===== src/rtl/ram_arbiter.sv =====
// Round-robin arbiter giving io loader, euler unit and step-size unit shared access to one RAM.
// Optional hold-limit pre-emption is compiled in with `define RAM_ARB_PREEMPT_EN.
module ram_arbiter #(
  parameter int MAX_HOLD = 16
) (
  input  logic         clk,
  input  logic         rst,
  input  logic [2:0]   req,
  input  logic [5:0]   req_wr_rd,
  input  logic [191:0] req_addr,
  input  logic [191:0] req_wdata,
  output logic [2:0]   grant,
  output logic [63:0]  address,
  output logic [63:0]  to_ram,
  output logic [1:0]   WR_RD,
  input  logic [63:0]  from_ram,
  output logic [63:0]  rdata,
  output logic [2:0]   rvalid,
  output logic         cmd_err
);

  if (MAX_HOLD < 2 || MAX_HOLD > 255) begin : g_max_hold_range
    $error("ram_arbiter: MAX_HOLD must be in 2..255");
  end

  typedef enum logic {IDLE, OWNED} state_t;

  localparam logic [1:0] CMD_NONE  = 2'b00;
  localparam logic [1:0] CMD_READ  = 2'b01;
  localparam logic [1:0] CMD_ILLEG = 2'b11;

  state_t      state_q, state_d;
  logic [1:0]  owner_q, owner_d;
  logic [1:0]  last_owner_q, last_owner_d;
  logic [63:0] address_q, address_d;
  logic [63:0] to_ram_q, to_ram_d;
  logic [1:0]  wr_rd_q, wr_rd_d;
  logic        cmd_err_q, cmd_err_d;
  logic        rd1_vld_q, rd1_vld_d;
  logic [1:0]  rd1_own_q, rd1_own_d;
  logic        rd2_vld_q;
  logic [1:0]  rd2_own_q;

`ifdef RAM_ARB_PREEMPT_EN
  localparam logic [7:0] HOLD_LAST = 8'(MAX_HOLD - 1);
  logic [7:0] hold_q, hold_d;
`endif

  logic        issue;
  logic [1:0]  cmd_sel;
  logic [63:0] addr_sel;
  logic [63:0] wdata_sel;

  // First requester after 'last' in the order 0->1->2->0; caller guarantees r != 0.
  function automatic logic [1:0] rr_next(input logic [1:0] last, input logic [2:0] r);
    logic [1:0] pick;
    int         t;
    pick = last;
    for (int k = 3; k >= 1; k--) begin
      t = (int'(last) + k) % 3;
      if (r[t]) pick = 2'(t);
    end
    return pick;
  endfunction

  function automatic logic [2:0] onehot(input logic [1:0] idx);
    return 3'b001 << idx;
  endfunction

  assign grant = (state_q == OWNED) ? onehot(owner_q) : 3'b000;

  always_comb begin
    state_d      = state_q;
    owner_d      = owner_q;
    last_owner_d = last_owner_q;
`ifdef RAM_ARB_PREEMPT_EN
    hold_d       = hold_q;
`endif
    case (state_q)
      IDLE: begin
        if (|req) begin
          state_d = OWNED;
          owner_d = rr_next(last_owner_q, req);
`ifdef RAM_ARB_PREEMPT_EN
          hold_d  = 8'd0;
`endif
        end
      end
      OWNED: begin
        if (!req[owner_q]) begin
          if (|req) begin
            owner_d = rr_next(owner_q, req);
          end else begin
            state_d = IDLE;
          end
`ifdef RAM_ARB_PREEMPT_EN
          hold_d = 8'd0;
        end else if (hold_q >= HOLD_LAST && |(req & ~grant)) begin
          owner_d = rr_next(owner_q, req & ~grant);
          hold_d  = 8'd0;
        end else if (hold_q < HOLD_LAST) begin
          hold_d = hold_q + 8'd1;
`endif
        end
      end
      default: state_d = IDLE;
    endcase
    if (state_d == OWNED) last_owner_d = owner_d;
  end

  always_comb begin
    cmd_sel   = req_wr_rd[1:0];
    addr_sel  = req_addr[63:0];
    wdata_sel = req_wdata[63:0];
    case (owner_q)
      2'd1: begin
        cmd_sel   = req_wr_rd[3:2];
        addr_sel  = req_addr[127:64];
        wdata_sel = req_wdata[127:64];
      end
      2'd2: begin
        cmd_sel   = req_wr_rd[5:4];
        addr_sel  = req_addr[191:128];
        wdata_sel = req_wdata[191:128];
      end
      default: ;
    endcase
  end

  // Only the current owner with its request still high reaches the RAM.
  assign issue = (state_q == OWNED) && req[owner_q];

  always_comb begin
    address_d = address_q;
    to_ram_d  = to_ram_q;
    wr_rd_d   = CMD_NONE;
    cmd_err_d = cmd_err_q;
    rd1_vld_d = 1'b0;
    rd1_own_d = owner_q;
    if (issue) begin
      address_d = addr_sel;
      to_ram_d  = wdata_sel;
      if (cmd_sel == CMD_ILLEG) begin
        cmd_err_d = 1'b1;
      end else begin
        wr_rd_d = cmd_sel;
      end
      rd1_vld_d = (cmd_sel == CMD_READ);
    end
  end

  always_ff @(posedge clk or posedge rst) begin
    if (rst) begin
      state_q      <= IDLE;
      owner_q      <= 2'd0;
      last_owner_q <= 2'd2;
      address_q    <= '0;
      to_ram_q     <= '0;
      wr_rd_q      <= CMD_NONE;
      cmd_err_q    <= 1'b0;
      rd1_vld_q    <= 1'b0;
      rd1_own_q    <= 2'd0;
      rd2_vld_q    <= 1'b0;
      rd2_own_q    <= 2'd0;
`ifdef RAM_ARB_PREEMPT_EN
      hold_q       <= 8'd0;
`endif
    end else begin
      state_q      <= state_d;
      owner_q      <= owner_d;
      last_owner_q <= last_owner_d;
      address_q    <= address_d;
      to_ram_q     <= to_ram_d;
      wr_rd_q      <= wr_rd_d;
      cmd_err_q    <= cmd_err_d;
      rd1_vld_q    <= rd1_vld_d;
      rd1_own_q    <= rd1_own_d;
      rd2_vld_q    <= rd1_vld_q;
      rd2_own_q    <= rd1_own_q;
`ifdef RAM_ARB_PREEMPT_EN
      hold_q       <= hold_d;
`endif
    end
  end

  assign address = address_q;
  assign to_ram  = to_ram_q;
  assign WR_RD   = wr_rd_q;
  assign cmd_err = cmd_err_q;
  // The read owner travels with the command so data returns to it even after a handoff.
  assign rvalid  = rd2_vld_q ? onehot(rd2_own_q) : 3'b000;
  assign rdata   = rst ? 64'd0 : from_ram;

endmodule


===== config.mk =====
export PLATFORM = sky130hd
export DESIGN_NAME = ram_arbiter
export DESIGN_NICKNAME = d
export VERILOG_FILES = /design/src/rtl/ram_arbiter.sv
export SDC_FILE = /design/constraint.sdc
export NUM_CORES = 1
export LEC_CHECK = 0
export CAP_MARGIN = 20
export CORE_AREA = 2 2 255 257
export DETAILED_ROUTE_END_ITERATION = 8
export DIE_AREA = 0 0 257 259
export PLACE_DENSITY = 0.46
export SYNTH_ARGS = -nofsm -noshare
export SYNTH_HDL_FRONTEND = slang
export SYNTH_SLANG_ARGS = --single-unit

===== constraint.sdc =====
create_clock -name clk -period 7.64 [get_ports clk]
set_input_delay 1.528 -clock clk [delete_from_list [all_inputs] [get_ports clk]]
set_output_delay 1.528 -clock clk [all_outputs]
set_load 0.01 [all_outputs]

==> results.py, run 1 <==
metrics = {
    "global_routing": {
        "grt_max_degree": 151,
        "grt_pass1_wl_um": 60700,
        "grt_use_total_pct": 12.0,
        "antenna_found_initial": 0,
        "grt_overflow": 0,
        "grt_pass1_vias": 9815,
    },
    "die": {
        "start_util_pct": 13.0,
        "coreArea_sq_um": 63900,
        "die_w_um": 257,
        "io_pins": 660,
        "die_y_um": 259,
        "die_area_sq_um": 66600,
        "fp-row-count": 93,
    },
    "clock_tree": {
        "post_cts.repair.setup_buffers": 0,
        "numCtsBuffers": 17,
        "root_buffer": "clkbuf_16",
        "cts.reportedPaths.clkPinSlew_ns": 0.06,
        "clock_latency_ns": 0.47,
        "cts_hold_buf": 0,
        "cts_sinks": 141,
        "ctsLongestPathBuffers": 2,
        "cts_resized": 0,
        "htreeDepth": 4,
        "cts_tree": "done",
    },
    "drt": {
        "drt_pass1_iterations": 5,
        "drtAntennaViolNets": 0,
        "route.vias.total": 9703,
        "wl_um": 41600,
        "via_per_inst": 3.87,
        "drc": 0,
        "wl_per_cell_um": 16.6,
        "drtIter0Drc": 603,
    },
    "sta": {
        "finalCritPeriodShare_pct": 57.0,
        "period_needed_ns": 4.35,
        "fmax_ghz": 0.230,
        "relSlewSlack_pct": 38.9,
        "setup_violations": 0,
        "fin_skew_ns": 0.00816,
        "fin_tns_setup_ns": 0,
        "finalHoldViolCount": 0,
        "worstMarginPinSlew_ns": 0.917,
        "rsz0062_at_grt": "no",
        "drv_slew": 0,
    },
    "synthesis": {
        "synth_edf_count": 0,
        "syn-num-nets": 1520,
        "ys_seq_elements": 141,
        "synthCells": 1052,
        "synth-seq-area-share_pct": 42.4,
        "synth_top_flop_cell": "dfrtp_1",
        "synthArstFlopShare_pct": 100,
        "ys.warnings.count": 0,
        "synth_cell_types": 43,
        "syn_avg_cell_area_sq_um": 7.91,
        "netlist_area_sq_um": 8320,
    },
    "cells_and_area": {
        "seqCellArea_sq_um": 3530,
        "fillers": 6877,
        "final_common_cell": "clkdlybuf4s50_1",
        "nNetsFinal": 2105,
        "finish.utilization_pct": 25.3,
        "final_cell_area_sq_um": 16200,
        "multiInputGateArea_sq_um": 4340,
        "syn_to_final_growth_pct": 94.6,
        "layout-drive-gt1-share_pct": 3.09,
        "mostFrequentLayoutCells": "clkdlybuf4s50_1, nand2_1, o21ai_0",
    },
    "placement": {
        "place.port_buffers": 659,
        "globalplace.congestion": 0.866,
        "placed_area_sq_um": 15600,
        "dp_hpwl_um": 33000,
    },
    "setup_path": {
        "critPathRequiredTime_ns": 6.11,
        "critPathCaptureType": "primary output",
        "cp_data_arrival_time_ns": 2.83,
        "critical_path.startpoint_type": "primary input",
        "crit_fanout": 1,
        "worstSetupPathType": "primary input to primary output",
    },
    "pwr": {
        "leakagePower_nw": 6.13,
        "peakVddDrop_mv": 0.161,
        "power.density_nw_per_um2": 326,
    },
    "run": {
        "maxCapViolations": 0,
    },
    "min_path": {
        "min_path_type": "flop to flop",
    },
    "run_status": {
        "status": "finished, final reports clean",
    },
}
[flip-flops by register name (all words and copies together), names as in the netlist]
register / count
address: 64
to_ram: 64
WR_RD: 2
last_owner_q: 2
owner_q: 2
rd1_own_q: 2
rd2_own_q: 2
cmd_err: 1
rd2_vld_q: 1
state_q: 1
[synthesized netlist by cell type, types with 2 or more instances]
library cell	instances	share of area, %
clkbuf_1	52	2.3
a31oi_1	3	0.23
nor2b_1	71	5.3
nand2b_1	5	0.38
dfrtp_1	140	42
mux2_2	2	0.27
ha_1	9	1.4
nor3b_1	3	0.27
and2_1	4	0.30
buf_2	29	1.7
mux2i_1	4	0.48
buf_4	2	0.18
a22oi_1	131	12
inv_1	7	0.32
a21o_1	3	0.27
o21ai_0	223	13
buf_6	7	0.95
buf_1	10	0.45
nand2_1	270	12
nor2_1	9	0.41
o21ai_1	38	2.3
o211ai_1	3	0.27
a21oi_1	5	0.30
and3b_1	2	0.21
nand3b_1	2	0.18
[metal layers]
layer	wire [um]	global-route usage, %
met4	1110	4.72
met2	20400	20.6
met1	17200	14.0
met5	0	0
met3	2820	3.72
[cell type report]
type,instances,area share (%)
antenna,1,0.0155
clock buffer,18,2.65
clock inverter,14,0.688
inverter,7,0.193
multi-input combinational,803,26.8
sequential,141,21.8
tap,855,6.61
timing repair buffer,667,41.2
[report_power, final]
group          internal, mW  total (mW)  leakage [nW]  switching (mW)
Sequential             1.12        1.33          1.74           0.206
Combinational          1.42        3.16          4.14            1.74
Clock                 0.418       0.793         0.251           0.374
Total                  2.96        5.28          6.13            2.32
[path summary, 6_finish.rpt]
path / startpoint / end / slack (ns) / cells after the start
setup reg to reg: owner_q[1]$_DFF_PP0_ / last_owner_q[1]$_DFFE_PP1P_ / 4.37 / 8
hold / removal: rd1_own_q[1]$_DFF_PP0_ / rd2_own_q[1]$_DFF_PP0_ / 0.37 / 0
setup / recovery: from_ram[5] / rdata[5] / 3.29 / 3
max in group asynchronous: rst / to_ram[60]$_DFFE_PP0P_ / 5.15 / 3
min in group asynchronous: rst / address[54]$_DFFE_PP0P_ / 1.30 / 2
hold reg to reg: rd1_own_q[1]$_DFF_PP0_ / rd2_own_q[1]$_DFF_PP0_ / 0.37 / 0
[kinds of logic (layout without fill, tap and decap cells)]
| group | count (synthesis) | in the layout | synth area share (%) |
|---|---|---|---|
| fa+ha+maj | 9 | 9 | 1.35 |
| simple gates | 370 | 370 | 19.6 |
| buf+inv | 108 | 706 | 6.05 |
| flops | 141 | 141 | 42.4 |
| compound gates | 418 | 418 | 29.9 |
| other cells | 0 | 1 | 0 |
| mux | 6 | 6 | 0.752 |
[metrics by stage]
stage / hold slack [ns] / setup slack (ns) / power, mW / cells
final: 0.369 / 3.29 / 5.28 / 2506
after global routing: 0.376 / 3.12 / 5.78 / 2505
after CTS: 0.373 / 3.08 / 5.41 / 2504
after detailed placement: 0.336 / 3.05 / 4.57 / 2472
after global placement: 0.340 / 3.18 / 4.54 / 2472
after floorplan: 0.331 / 2.13 / 3.03 / 1052
[critical path, cell delays in order]
cell and delay (ns):
clkdlybuf4s50_1 0.58, nor2b_1 0.17, clkdlybuf4s50_1 0.55
Power figures use the tool's default switching activity.
==> inputs of run 2 (changes only) <==
--- a/config.mk
+++ b/config.mk
@@ -6,9 +6,9 @@
 export NUM_CORES = 1
 export LEC_CHECK = 0
 export CAP_MARGIN = 20
-export CORE_AREA = 2 2 255 257
+export CORE_AREA = 2 2 259 261
 export DETAILED_ROUTE_END_ITERATION = 8
-export DIE_AREA = 0 0 257 259
+export DIE_AREA = 0 0 261 263
 export PLACE_DENSITY = 0.46
 export SYNTH_ARGS = -nofsm -noshare
 export SYNTH_HDL_FRONTEND = slang
==> constraint.sdc (replaced) <==
create_clock -name clk -period 3.8 [get_ports clk]
set_input_delay 0.76 -clock clk [delete_from_list [all_inputs] [get_ports clk]]
set_output_delay 0.76 -clock clk [all_outputs]
set_load 0.01 [all_outputs]
==> run 2 against run 1 <==
Compared with the run above:
- worst setup slack lost 2.8 ns
- largest power group unchanged
- clock power rose by 130%
- critical path depth rose by 1
- first-iteration DRC count shrank 30%
- register-to-register slack worse by 3.4 ns
- global-route usage is 0.10 points lower
- clock-buffer cell count unchanged
- critical endpoint is now grant[2]
- hold slack got worse by 0.019 ns
- non-clock buffer count increased by 28
- sequential share of layout area fell by 0.51 points
- flip-flop and latch count did not move
- routed wire length up 0.68%
==> results.py, run 2 (synthesized netlist as in run 1, its figures left out) <==
metrics = {
    "cells_and_area": {
        "nNetsFinal": 2133,
        "layout-drive-gt1-share_pct": 4.77,
        "mostFrequentLayoutCells": "clkdlybuf4s50_1, nand2_1, o21ai_0",
        "diodes": 0,
        "finish.utilization_pct": 25.3,
        "syn_to_final_growth_pct": 99.2,
        "final_common_cell": "clkdlybuf4s50_1",
    },
    "pwr": {
        "seq_power_share_pct": 24.2,
        "p_int_mw": 6.32,
        "leakagePower_nw": 6.33,
        "peakVddDrop_mv": 0.344,
        "power.density_nw_per_um2": 666,
        "p_switching_mw": 4.71,
        "swShare_pct": 42.7,
        "pwr-share-comb_pct": 59.5,
        "p_clk_share_pct": 16.3,
    },
    "die": {
        "die_y_um": 263,
        "coreArea_sq_um": 65600,
        "die_w_um": 261,
        "io_pins": 660,
        "fp-row-count": 94,
        "die_area_sq_um": 68600,
        "start_util_pct": 12.7,
    },
    "clock_tree": {
        "clock_latency_ns": 0.47,
        "cts_sinks": 141,
        "cts.reportedPaths.clkPinSlew_ns": 0.07,
        "htreeDepth": 4,
        "post_cts.repair.setup_buffers": 0,
        "ctsLongestPathBuffers": 2,
        "numCtsBuffers": 17,
        "cts_hold_buf": 0,
        "cts_tree": "done",
        "root_buffer": "clkbuf_16",
        "cts_resized": 0,
    },
    "sta": {
        "fmax_ghz": 0.306,
        "worstMarginPinSlew_ns": 0.792,
        "period_needed_ns": 3.26,
        "setup_violations": 0,
        "rsz0062_at_grt": "no",
        "fin_skew_ns": 0.0126,
        "finalHoldViolCount": 0,
        "setup_ws_ns": 0.535,
        "drv_slew": 0,
        "timing.hold.ws_ns": 0.350,
        "fin_tns_setup_ns": 0,
        "relSlewSlack_pct": 46.6,
        "finalCritPeriodShare_pct": 85.9,
    },
    "drt": {
        "wl_um": 41800,
        "drc": 0,
        "route.vias.total": 9725,
        "wl_per_cell_um": 16.5,
        "drtIter0Drc": 422,
        "drtAntennaViolNets": 0,
        "drt_pass1_iterations": 4,
        "via_per_inst": 3.83,
    },
    "global_routing": {
        "grt_pass1_vias": 9955,
        "antenna_found_initial": 2,
        "grt_overflow": 0,
        "grt_pass1_wl_um": 62000,
        "grt_use_total_pct": 11.9,
        "grt_max_degree": 135,
    },
    "setup_path": {
        "reg2reg_depth": 7,
        "crit_fanout": 23,
        "critPathCaptureType": "primary output",
        "critical_path.startpoint_type": "flop",
        "worstSetupPathType": "flop to primary output",
        "cp_data_arrival_time_ns": 2.50,
        "critPathRequiredTime_ns": 3.04,
    },
    "placement": {
        "place.port_buffers": 659,
        "dp_hpwl_um": 33300,
        "globalplace.congestion": 0.883,
        "dp_slack_ns": 0.738,
    },
    "run": {
        "maxCapViolations": 0,
    },
    "run_status": {
        "status": "finished, final reports clean",
    },
    "min_path": {
        "holdPathStages": 0,
        "min_path_type": "flop to flop",
    },
}
==> run 2: final timing paths <==
check                           slack, ns              startpoint                     endpoint
worst max-delay path                 0.54    owner_q[0]$_DFF_PP0_                     grant[2]
worst min-delay path                 0.35  rd1_own_q[1]$_DFF_PP0_       rd2_own_q[1]$_DFF_PP0_
worst max register to register       1.02    owner_q[1]$_DFF_PP0_  last_owner_q[1]$_DFFE_PP1P_
worst min register to register       0.35  rd1_own_q[1]$_DFF_PP0_       rd2_own_q[1]$_DFF_PP0_
max in group asynchronous            2.34                     rst       to_ram[40]$_DFFE_PP0P_
min in group asynchronous            0.79                     rst      address[31]$_DFFE_PP0P_
==> run 2: per-layer routing <==
metal  wire length (um)  part of all wire [%]  track usage (%)  up-vias
met1              17200                    41             14.0     4447
met2              21200                    51             21.1      360
li1                   -                     -                -     4888
met4                616                   1.5             3.35        0
met5                  0                     0                0        -
met3               2850                   6.8             3.25       30
==> run 2: worst max-delay path, stage by stage, from the launching register on <==
cell and delay, ns:
dfrtp_1 0.51, inv_1 0.32, ha_4 0.39, and2_1 0.19
clkdlybuf4s50_1 0.62
==> run 2: per-stage QoR <==
| step | std cells | cell area, sq um | power (mW) |
|---|---|---|---|
| global placement | 2509 | 15900 | 9.37 |
| CTS | 2541 | 16600 | 11.3 |
| detailed placement | 2509 | 15900 | 9.45 |
| finish | 2542 | 16600 | 11.0 |
| global route | 2542 | 16600 | 12.1 |
| floorplan | 1052 | 8320 | 6.09 |
==> run 2: power by group through the flow <==
| stage | Clock [mW] | Combinational (mW) | Sequential (mW) |
|---|---|---|---|
| floorplan | 0 | 3.14 | 2.95 |
| global placement | 0 | 6.69 | 2.68 |
| detailed placement | 0 | 6.75 | 2.71 |
| CTS | 1.89 | 6.76 | 2.69 |
| global route | 1.95 | 7.38 | 2.78 |
| finish | 1.80 | 6.56 | 2.67 |
==> run 2: area by class of cell <==
class	count	area, sq um
Clock buffer	18	439
Fill cell	7135	49100
Timing Repair Buffer	695	6970
Inverter	7	30.0
Tap cell	864	1080
Sequential cell	141	3530
Multi-Input combinational cell	803	4340
Clock inverter	14	181
==> inputs of run 3 (changes only) <==
--- a/config.mk
+++ b/config.mk
@@ -6,10 +6,12 @@
 export NUM_CORES = 1
 export LEC_CHECK = 0
 export CAP_MARGIN = 20
-export CORE_AREA = 2 2 259 261
+export CORE_AREA = 2 2 255 257
 export DETAILED_ROUTE_END_ITERATION = 8
-export DIE_AREA = 0 0 261 263
+export DIE_AREA = 0 0 257 259
+export HOLD_SLACK_MARGIN = 0.15
 export PLACE_DENSITY = 0.46
+export REMOVE_ABC_BUFFERS = 1
 export SYNTH_ARGS = -nofsm -noshare
 export SYNTH_HDL_FRONTEND = slang
 export SYNTH_SLANG_ARGS = --single-unit
==> constraint.sdc (replaced) <==
create_clock -name clk -period 4 [get_ports clk]
set_input_delay 0.8 -clock clk [delete_from_list [all_inputs] [get_ports clk]]
set_output_delay 0.8 -clock clk [all_outputs]
set_load 0.01 [all_outputs]
==> run 3 against run 2 <==
Compared with the run above:
- sequential share of layout area increased by 0.16 points
- worst setup slack improved by 0.31 ns
- combinational power decreased by 7.6%
- utilization increased by 0.49 points
- clock skew increased by 0.00067 ns
- critical path depth unchanged
- non-clock buffer count decreased by 18
- sequential power decreased by 6%
- clock-buffer cell count increased by 2
- largest cell class unchanged
==> results.py, run 3 (synthesized netlist as in run 1, its figures left out) <==
metrics = {
    "run_status": {
        "status": "finished, final reports clean",
    },
    "sta": {
        "period_needed_ns": 3.16,
        "setup_ws_ns": 0.843,
        "setup_violations": 0,
        "timing.hold.ws_ns": 0.352,
        "fin_tns_setup_ns": 0,
        "worstMarginPinSlew_ns": 0.749,
        "drv_slew": 0,
        "finalHoldViolCount": 0,
        "relSlewSlack_pct": 50.1,
        "fin_skew_ns": 0.0133,
        "rsz0062_at_grt": "no",
        "finalCritPeriodShare_pct": 78.9,
        "fmax_ghz": 0.317,
    },
    "clock_tree": {
        "post_cts.repair.setup_buffers": 0,
        "cts_tree": "done",
        "cts_resized": 0,
        "ctsLongestPathBuffers": 2,
        "numCtsBuffers": 17,
        "cts_hold_buf": 0,
        "cts.reportedPaths.clkPinSlew_ns": 0.06,
        "clock_latency_ns": 0.46,
        "htreeDepth": 4,
        "root_buffer": "clkbuf_16",
        "cts_sinks": 141,
    },
    "global_routing": {
        "use_met3_pct": 3.71,
        "use_met1_pct": 11.8,
        "top_usage_layer": "met2",
        "grt_pass1_vias": 9862,
        "use_met2_pct": 20.4,
        "grt_max_degree": 131,
        "antenna_found_initial": 0,
        "grt_use_total_pct": 11.1,
        "grt_overflow": 0,
        "grt_pass1_wl_um": 56600,
    },
    "placement": {
        "dp_hpwl_um": 30000,
        "placed_area_sq_um": 15800,
        "globalplace.congestion": 0.806,
        "dpl.cell_count": 2482,
        "dp_slack_ns": 0.871,
        "place.port_buffers": 659,
    },
    "drt": {
        "drt_pass1_iterations": 4,
        "route.vias.total": 9603,
        "drtAntennaViolNets": 0,
        "wl_um": 38300,
        "drc": 0,
        "wl_per_cell_um": 15.2,
        "drtIter0Drc": 462,
        "via_per_inst": 3.82,
    },
    "die": {
        "start_util_pct": 13.0,
        "die_w_um": 257,
        "fp-row-count": 93,
        "coreArea_sq_um": 63900,
        "die_y_um": 259,
        "die_area_sq_um": 66600,
        "io_pins": 660,
    },
    "pwr": {
        "seq_power_share_pct": 24.4,
        "power.density_nw_per_um2": 627,
        "pwr-share-comb_pct": 58.7,
        "leakagePower_nw": 6.27,
        "swShare_pct": 41.7,
        "p_clk_share_pct": 17.0,
        "peakVddDrop_mv": 0.296,
        "p_int_mw": 6.02,
        "p_switching_mw": 4.30,
    },
    "cells_and_area": {
        "nNetsFinal": 2115,
        "diodes": 0,
        "final_common_cell": "clkdlybuf4s50_1",
        "stdcell_count": 2515,
        "fillers": 6874,
        "syn_to_final_growth_pct": 97.7,
        "mostFrequentLayoutCells": "clkdlybuf4s50_1, nand2_1, o21ai_0",
        "final_cell_area_sq_um": 16400,
        "layout-drive-gt1-share_pct": 3.67,
    },
    "setup_path": {
        "critPathCaptureType": "primary output",
        "worstSetupPathType": "flop to primary output",
        "cp_data_arrival_time_ns": 2.36,
        "critPathRequiredTime_ns": 3.20,
        "critical_path.startpoint_type": "flop",
        "crit_fanout": 24,
    },
    "run": {
        "maxCapViolations": 0,
    },
    "min_path": {
        "min_path_type": "flop to flop",
    },
}
-- run 3: stage by stage --
stage | utilization (%) | power (mW)
floorplan | - | 5.56
global placement | 24.7 | 8.70
detailed placement | 24.7 | 8.77
CTS | 25.7 | 10.6
global route | 25.7 | 11.3
finish | 25.7 | 10.3
-- run 3: power groups by stage --
stage,sequential (mW),clock (mW),combinational (mW)
after global placement,2.51,0,6.19
after floorplan,2.81,0,2.76
final,2.51,1.75,6.06
after global routing,2.62,1.90,6.81
after detailed placement,2.55,0,6.22
after CTS,2.53,1.85,6.24
-- run 3: worst paths after layout --
path | startpoint | to | slack (ns) | depth (start not counted)
max | owner_q[1]$_DFF_PP0_ | grant[1] | 0.84 | 4
min | rd1_own_q[0]$_DFF_PP0_ | rd2_own_q[0]$_DFF_PP0_ | 0.35 | 0
max reg2reg | owner_q[1]$_DFF_PP0_ | last_owner_q[1]$_DFFE_PP1P_ | 1.20 | 8
min reg2reg | rd1_own_q[0]$_DFF_PP0_ | rd2_own_q[0]$_DFF_PP0_ | 0.35 | 0
max in group asynchronous | rst | to_ram[14]$_DFFE_PP0P_ | 2.82 | 3
min in group asynchronous | rst | to_ram[56]$_DFFE_PP0P_ | 0.50 | 2
-- run 3: worst max-delay path, stage by stage (launching register included) --
cell and delay (ns):
dfrtp_1 0.56, inv_1 0.25, ha_4 0.33, and2_1 0.18, clkdlybuf4s50_1 0.56
-- run 3: layout make-up --
| class | count | area, sq um | share of cell area (%) |
|---|---|---|---|
| Timing Repair Buffer | 677 | 6840 | 41.6 |
| Multi-Input combinational cell | 803 | 4340 | 26.4 |
| Sequential cell | 141 | 3530 | 21.5 |
| Tap cell | 855 | 1070 | 6.50 |
| Clock buffer | 20 | 457 | 2.78 |
| Clock inverter | 12 | 183 | 1.11 |
| Inverter | 7 | 31.3 | 0.190 |
-- run 3: metal layers --
layer | vias up | routed length [um] | part of all wire (%)
met5 | - | 0 | 0
met4 | 0 | 733 | 1.9
met3 | 37 | 2750 | 7.2
met2 | 379 | 19900 | 52
met1 | 4333 | 14900 | 39
li1 | 4854 | - | -
